### config.mk
export PLATFORM = sky130hd
export DESIGN_NAME = hazard_stall_controller
export DESIGN_NICKNAME = d
export VERILOG_FILES = /design/src/rtl/pipe_ctrl_pkg.sv /design/src/rtl/load_use_detect.sv /design/src/rtl/hazard_stall_controller.sv
export SDC_FILE = /design/constraint.sdc
export NUM_CORES = 1
export LEC_CHECK = 0
export CORE_ASPECT_RATIO = 0.75
export CORE_MARGIN = 3
export CORE_UTILIZATION = 36
export CTS_CLUSTER_DIAMETER = 100
export DETAILED_ROUTE_END_ITERATION = 6
export PLACE_DENSITY = 0.61
export RECOVER_POWER = 100
export SYNTH_ARGS = -nofsm -noshare
export SYNTH_HDL_FRONTEND = slang
export SYNTH_SLANG_ARGS = --single-unit
### constraint.sdc
create_clock -name Clk -period 5.1 [get_ports Clk]
set_clock_uncertainty 0.05 [all_clocks]
set_input_delay 1.02 -clock Clk [delete_from_list [all_inputs] [get_ports Clk]]
set_output_delay 1.02 -clock Clk [all_outputs]
set_load 0.03 [all_outputs]
### src/rtl/pipe_ctrl_pkg.sv
// Shared types and constants for the pipeline control blocks.
//   - FSM state encoding for the stall/flush sequencer
//   - register-address width and the hardwired zero register
//   - memory-wait counter width
//   - ctrl_t: bundle of the per-cycle PC / pipeline-register enables and flushes
package pipe_ctrl_pkg;

  localparam int REG_ADDR_W = 5;
  localparam logic [REG_ADDR_W-1:0] ZERO_REG = '0;

  localparam int WAIT_W     = 8;
  // Holds LOAD_STALL_CYCLES-1, so 2 bits cover the 1..3 range.
  localparam int LOAD_CNT_W = 2;

  typedef enum logic [1:0] {
    ST_RUN     = 2'd0,
    ST_LOADUSE = 2'd1,
    ST_MEMWAIT = 2'd2,
    ST_BAD     = 2'd3
  } state_e;

  typedef struct packed {
    logic pc_we;
    logic ifid_we;
    logic ifid_flush;
    logic idex_flush;
    logic exme_we;
    logic mewb_we;
  } ctrl_t;

  // Field order: pc_we ifid_we ifid_flush idex_flush exme_we mewb_we
  localparam ctrl_t CTRL_RUN    = 6'b110011; // everything advances
  localparam ctrl_t CTRL_RESET  = 6'b001100; // hold all, bubble IF/ID and ID/EX
  localparam ctrl_t CTRL_FREEZE = 6'b000000; // whole pipe stalled on DM
  localparam ctrl_t CTRL_STALL  = 6'b000111; // hold PC+IF/ID, bubble into EX
  localparam ctrl_t CTRL_BRANCH = 6'b111111; // redirect, squash IF and ID

  function automatic logic [WAIT_W-1:0] sat_inc_wait(input logic [WAIT_W-1:0] v);
    return (v == '1) ? v : v + 1'b1;
  endfunction

endpackage

### src/rtl/load_use_detect.sv
// Combinational load-use hazard compare.
// A load in EX writing a non-zero register that the ID instruction reads
// (rs always, rt only when used) cannot be forwarded in time.
//   IDRs, IDRt, IDUsesRt        : ID-stage source operands
//   EXMemRead, EXRegWrite,
//   EXWriteReg                  : EX-stage producer
//   Hazard                      : load-use hazard present this cycle
module load_use_detect
  import pipe_ctrl_pkg::*;
(
  input  logic [REG_ADDR_W-1:0] IDRs,
  input  logic [REG_ADDR_W-1:0] IDRt,
  input  logic                  IDUsesRt,
  input  logic                  EXMemRead,
  input  logic                  EXRegWrite,
  input  logic [REG_ADDR_W-1:0] EXWriteReg,
  output logic                  Hazard
);

  logic rs_hit, rt_hit;

  assign rs_hit = (EXWriteReg == IDRs);
  assign rt_hit = IDUsesRt & (EXWriteReg == IDRt);
  assign Hazard = EXMemRead & EXRegWrite & (EXWriteReg != ZERO_REG) & (rs_hit | rt_hit);

endmodule

### src/rtl/hazard_stall_controller.sv
// Central stall/flush sequencer for the IF/ID/EX/ME/WB pipeline.
// Outputs are Mealy: decoded from registered state plus this cycle's inputs,
// so every event is acted on in the cycle it is presented.
//   Clk, Reset (sync, active high)
//   IDRs, IDRt, IDUsesRt, EXMemRead, EXRegWrite, EXWriteReg : load-use inputs
//   MEAccess, DMReady : data-memory handshake
//   BranchTaken       : EX redirect
//   PCWrite, IFIDWrite, IFIDFlush, IDEXFlush, EXMEWrite, MEWBWrite : controls
//   State      : FSM state (debug)
//   StallCount : saturating count of cycles with PCWrite=0
//   MemError   : sticky DM timeout flag
module hazard_stall_controller
  import pipe_ctrl_pkg::*;
#(
  parameter int LOAD_STALL_CYCLES = 1,
  parameter int MEM_TIMEOUT       = 255,
  parameter int CNT_W             = 16
) (
  input  logic                  Clk,
  input  logic                  Reset,
  input  logic [REG_ADDR_W-1:0] IDRs,
  input  logic [REG_ADDR_W-1:0] IDRt,
  input  logic                  IDUsesRt,
  input  logic                  EXMemRead,
  input  logic                  EXRegWrite,
  input  logic [REG_ADDR_W-1:0] EXWriteReg,
  input  logic                  MEAccess,
  input  logic                  DMReady,
  input  logic                  BranchTaken,
  output logic                  PCWrite,
  output logic                  IFIDWrite,
  output logic                  IFIDFlush,
  output logic                  IDEXFlush,
  output logic                  EXMEWrite,
  output logic                  MEWBWrite,
  output logic [1:0]            State,
  output logic [CNT_W-1:0]      StallCount,
  output logic                  MemError
);

  localparam logic [LOAD_CNT_W-1:0] LOAD_CNT_INIT = LOAD_CNT_W'(LOAD_STALL_CYCLES - 1);
  localparam logic [WAIT_W-1:0]     TIMEOUT_V     = WAIT_W'(MEM_TIMEOUT);

  state_e                state_q, state_d;
  state_e                ret_q, ret_d;
  state_e                eff;
  logic [LOAD_CNT_W-1:0] lcnt_q, lcnt_d;
  logic [WAIT_W-1:0]     wcnt_q, wcnt_d;
  logic [CNT_W-1:0]      scnt_q;
  logic                  merr_q, merr_d;
  logic                  lu, freeze, live;
  ctrl_t                 ctl;

  load_use_detect u_lud (
    .IDRs       (IDRs),
    .IDRt       (IDRt),
    .IDUsesRt   (IDUsesRt),
    .EXMemRead  (EXMemRead),
    .EXRegWrite (EXRegWrite),
    .EXWriteReg (EXWriteReg),
    .Hazard     (lu)
  );

  assign freeze = MEAccess & ~DMReady;

  always_comb begin
    ctl     = CTRL_RUN;
    state_d = state_q;
    ret_d   = ret_q;
    lcnt_d  = lcnt_q;
    wcnt_d  = wcnt_q;
    merr_d  = merr_q;
    eff     = state_q;
    live    = 1'b0;

    // First resolve the memory freeze; "live" means the pipe is free to move
    // this cycle and eff is the state whose branch/load-use rules apply.
    case (state_q)
      ST_RUN, ST_LOADUSE: begin
        if (freeze) begin
          ctl     = CTRL_FREEZE;
          ret_d   = state_q;
          wcnt_d  = WAIT_W'(1);
          state_d = ST_MEMWAIT;
        end else begin
          live = 1'b1;
        end
      end
      ST_MEMWAIT: begin
        if (!DMReady) begin
          ctl    = CTRL_FREEZE;
          wcnt_d = sat_inc_wait(wcnt_q);
          if (wcnt_q == TIMEOUT_V) merr_d = 1'b1;
        end else begin
          // Release: behave as the interrupted state in the same cycle so the
          // completed access drains without an extra bubble.
          eff  = ret_q;
          live = 1'b1;
        end
      end
      default: state_d = ST_RUN;
    endcase

    if (live) begin
      if (BranchTaken) begin
        // ID holds a wrong-path instruction, so any load-use is moot.
        ctl     = CTRL_BRANCH;
        lcnt_d  = '0;
        state_d = ST_RUN;
      end else if (eff == ST_LOADUSE) begin
        ctl     = CTRL_STALL;
        lcnt_d  = (lcnt_q == '0) ? '0 : lcnt_q - 1'b1;
        state_d = (lcnt_q <= LOAD_CNT_W'(1)) ? ST_RUN : ST_LOADUSE;
      end else if (lu) begin
        ctl = CTRL_STALL;
        if (LOAD_STALL_CYCLES > 1) begin
          lcnt_d  = LOAD_CNT_INIT;
          state_d = ST_LOADUSE;
        end else begin
          state_d = ST_RUN;
        end
      end else begin
        state_d = ST_RUN;
      end
    end

    if (Reset) ctl = CTRL_RESET;
  end

  always_ff @(posedge Clk) begin
    if (Reset) begin
      state_q <= ST_RUN;
      ret_q   <= ST_RUN;
      lcnt_q  <= '0;
      wcnt_q  <= '0;
      scnt_q  <= '0;
      merr_q  <= 1'b0;
    end else begin
      state_q <= state_d;
      ret_q   <= ret_d;
      lcnt_q  <= lcnt_d;
      wcnt_q  <= wcnt_d;
      merr_q  <= merr_d;
      if (!ctl.pc_we && (scnt_q != '1)) scnt_q <= scnt_q + 1'b1;
    end
  end

  assign PCWrite    = ctl.pc_we;
  assign IFIDWrite  = ctl.ifid_we;
  assign IFIDFlush  = ctl.ifid_flush;
  assign IDEXFlush  = ctl.idex_flush;
  assign EXMEWrite  = ctl.exme_we;
  assign MEWBWrite  = ctl.mewb_we;
  assign State      = state_q;
  assign StallCount = scnt_q;
  assign MemError   = merr_q;

endmodule

==> run_results.csv <==
group,metric,value,unit
status,outcome,"finished clean",
worst_setup_path,endpoint_kind,"output port",
clock_tree,cts_made_buffers,5,
pwr,vdd_ir_drop_max,0.000119,V
sta,finalCriticalPeriod,4.38,ns
layout,drive_above_1_share,0.0688,
worst_setup_path,r2r_setup_slk,2.33,ns
layout,layout_commonest_cell,"dfxtp_1",
worst_setup_path,startpoint,"DMReady",
worst_setup_path,timing.critical_path.buf_inv,3,
worst_setup_path,crit_top_cell,"dlygate4sd3_1",
worst_setup_path,worstSetupStartpointType,"primary input",
place,dp.final_hpwl,3.03,mm
route,detailedRoute.firstIterationViolations,92,
sta,max_freq,228,MHz
clock_tree,ctsLongestPathBuffers,2,
sta,totalNegativeSetupSlack,0,ns
worst_setup_path,crit_required,4.03,ns
sta,number_of_hold_violations_in_the_final_report,0,
clock_tree,cts_post_setup_buffers_inserted,0,
layout,fin_nets,271,
global_routing,grt-ovfl-total,0,
layout,multiInputGateArea,975,um^2
worst_setup_path,timing.critical_path.slowest_stage_cell,"dlygate4sd3_1",
logic_synthesis,number_of_cells_produced_by_synthesis,200,
layout,syn2layout_area_growth,33.0,%
route,final_antenna_net_count,0,
job,drv_cap,0,
layout,diodes,0,
worst_setup_path,r2r_path_end,"StallCount[9]",
sta,timing.hold.ws,0.389,ns
logic_synthesis,post_synth_top_flop,"dfxtp_1",
clock_tree,number_of_sinks_handled_by_clock_tree_synthesis,31,
clock_tree,cts-htree-levels,2,
logic_synthesis,syn_avg_cell_area,8.58,um^2
logic_synthesis,synth.area.top_cells,"dfxtp_1 36%, nor2_1 5.3%, xnor2_1 5.1%, a21oi_1 4.4%, nand3_1 3.2%",
sta,rsz_0062_raised_after_global_routing,"false",
route,drt_pre_antenna_iters,4,
floorplanning,num_io_pins,48,
worst_setup_path,worst_r2r_startpoint,"StallCount[0]",
global_routing,grt_max_degree,25,
route,routed_wire_length_per_instance,13.3,um
route,routed_wl,4.03,mm
logic_synthesis,synth_enable_flop_cells,0,
layout,fillers,456,
floorplanning,floorplan.die_area,5640,um^2
logic_synthesis,synth-async-reset-ratio,0,
worst_setup_path,rr_worst_depth,7,
sta,slew_headroom,0.466,
worst_setup_path,crit_type,"in2out",
layout,fin_util,0.505,
place,routability_congestion_estimate,0.735,
floorplanning,die_h,65.8,um
worst_setup_path,setup.worst_path.end,"IFIDWrite",
worst_hold_path,holdCritPathClass,"reg2reg",
pwr,cellPowerDensity,256,nW/um^2
clock_tree,clk_transition_reported_paths,0.07,ns
route,avgViaCountPerCell,5.09,
sta,final_min_period_over_clock_period,0.858,
floorplanning,core_area,4520,um^2
worst_setup_path,timing.critical_path.max_delay_family,"buffers and inverters",
layout,layout.cells.most_common_list,"31 x dfxtp_1, 27 x dlygate4sd3_1, 24 x nor2_1",
worst_setup_path,cp.depth,8,
worst_setup_path,arrival,3.31,ns
logic_synthesis,post-synth-top-area-fraction,0.362,
global_routing,first_global_vias,1443,
logic_synthesis,synth_nets,225,
logic_synthesis,yosys_top_cell_by_area,"dfxtp_1",
pwr,static-leakage-power,0.847,nW
logic_synthesis,seq_area_frac_synth,0.362,
route,dr_total_vias,1547,
global_routing,grt_antenna_before_repair,0,
worst_setup_path,path_max_fanout,8,
floorplanning,die_w,85.7,um
clock_tree,cts_tree,"done",
sta,worstMarginPinSlew,0.801,ns
clock_tree,cts_resized,0,
sta,finalSetupViolations,0,
clock_tree,clock_insertion_delay_worst_skew,0.28,ns
clock_tree,number_of_buffers_added_to_fix_hold_violations_after_cts,0,
logic_synthesis,syn_area,1720,um^2
worst_setup_path,slowest_delay,0.75,ns
sta,max_slew_vio_count,0,
worst_setup_path,crit_chain,"dlygate4sd3_1 > nor2b_1 > nor3b_1 > o21ba_2 > nor3_1 > nand2_1 > inv_1 > dlygate4sd3_1",
global_routing,wire_length_of_the_first_global_routing_pass,6.89,mm
layout,sequential_cell_area,621,um^2
logic_synthesis,yosys_register_bits,31,
logic_synthesis,synth.distinct_cells,43,
route,residual_drc,0,
floorplanning,std_cell_rows,21,
logic_synthesis,synthesis.yosys.warnings,0,
floorplanning,floorplan.initialDensity,0.380,
clock_tree,clock-root-buffer,"clkbuf_8",
global_routing,grt_usage,0.156,
place,port_buffers,47,
## cell usage after synthesis, drive strengths merged, types with 4 or more instances
library cell	count
nor3	4
o21ai	10
buf	5
nor2b	6
nand2	14
or3	7
nand4	8
dfxtp	31
nor2	24
mux2	4
xor2	5
or4	4
o31ai	4
inv	5
nand2b	4
nand3	11
nor4	5
xnor2	10
clkbuf	4
a21oi	16
## worst register-to-register path, cell delays in order (launching register included)
cell and delay, ns:
dfxtp_1 0.48, ha_1 0.22, inv_1 0.05, or2_1 0.35, nor3_4 0.28, a32o_1 0.73, nor4_1 0.18, mux2_4 0.33
## kinds of logic (layout without fill, tap and decap cells)
| family | count (synthesis) | count (layout) | share of synthesized area |
|---|---|---|---|
| buf+inv | 14 | 61 | 0.0532 |
| simple gates | 95 | 95 | 0.316 |
| mux | 6 | 6 | 0.0445 |
| fa+ha+maj | 2 | 2 | 0.0146 |
| flops | 31 | 31 | 0.362 |
| xor+xnor | 15 | 15 | 0.0766 |
| compound gates | 37 | 37 | 0.133 |
## metal layers
metal  GRT usage  wire [um]
met3      0.0386        151
met1       0.228       2130
met4      0.0613         75
met5           0          0
met2       0.217       1670
## stage by stage
stage / area [um^2] / std cells / power [W] / worst slack, ns
3_5_place_dp: 2190 / 296 / 0.000344 / 0.833
2_1_floorplan: 1720 / 200 / 0.000308 / 1.69
4_1_cts: 2310 / 304 / 0.000599 / 0.827
3_3_place_gp: 2190 / 296 / 0.000343 / 0.868
5_1_grt: 2280 / 304 / 0.000611 / 0.555
6_report: 2280 / 304 / 0.000585 / 0.724
## flip-flops by register name, summed over array words and instances (netlist names)
signal and flops:
StallCount 16, wcnt_q 8, State 2, lcnt_q 2
ret_q 2, MemError 1
## how the worst min path moves through the flow
stage / from / endpoint / slack [ns] / cells after the start
after floorplan: ret_q[1] / ret_q[1] / 0.36 / 2
after global placement: ret_q[1] / ret_q[1] / 0.38 / 2
after detailed placement: ret_q[1] / ret_q[1] / 0.38 / 2
after CTS: ret_q[1] / ret_q[1] / 0.39 / 2
after global routing: ret_q[1] / ret_q[1] / 0.41 / 2
final: ret_q[1] / ret_q[1] / 0.39 / 2
## layout make-up
cell class,count,share of cell area
clock inverter,2,0.0154
multi-input combinational,155,0.427
sequential,31,0.272
inverter,5,0.00823
timing repair buffer,48,0.210
clock buffer,6,0.0362
tap,57,0.0313
## power by group
part / switching [W] / internal, W
Combinational: 0.0000429 / 0.0000382
Sequential: 0.00000662 / 0.000246
Clock: 0.0000934 / 0.000158
(Power assumes the default switching activity.)
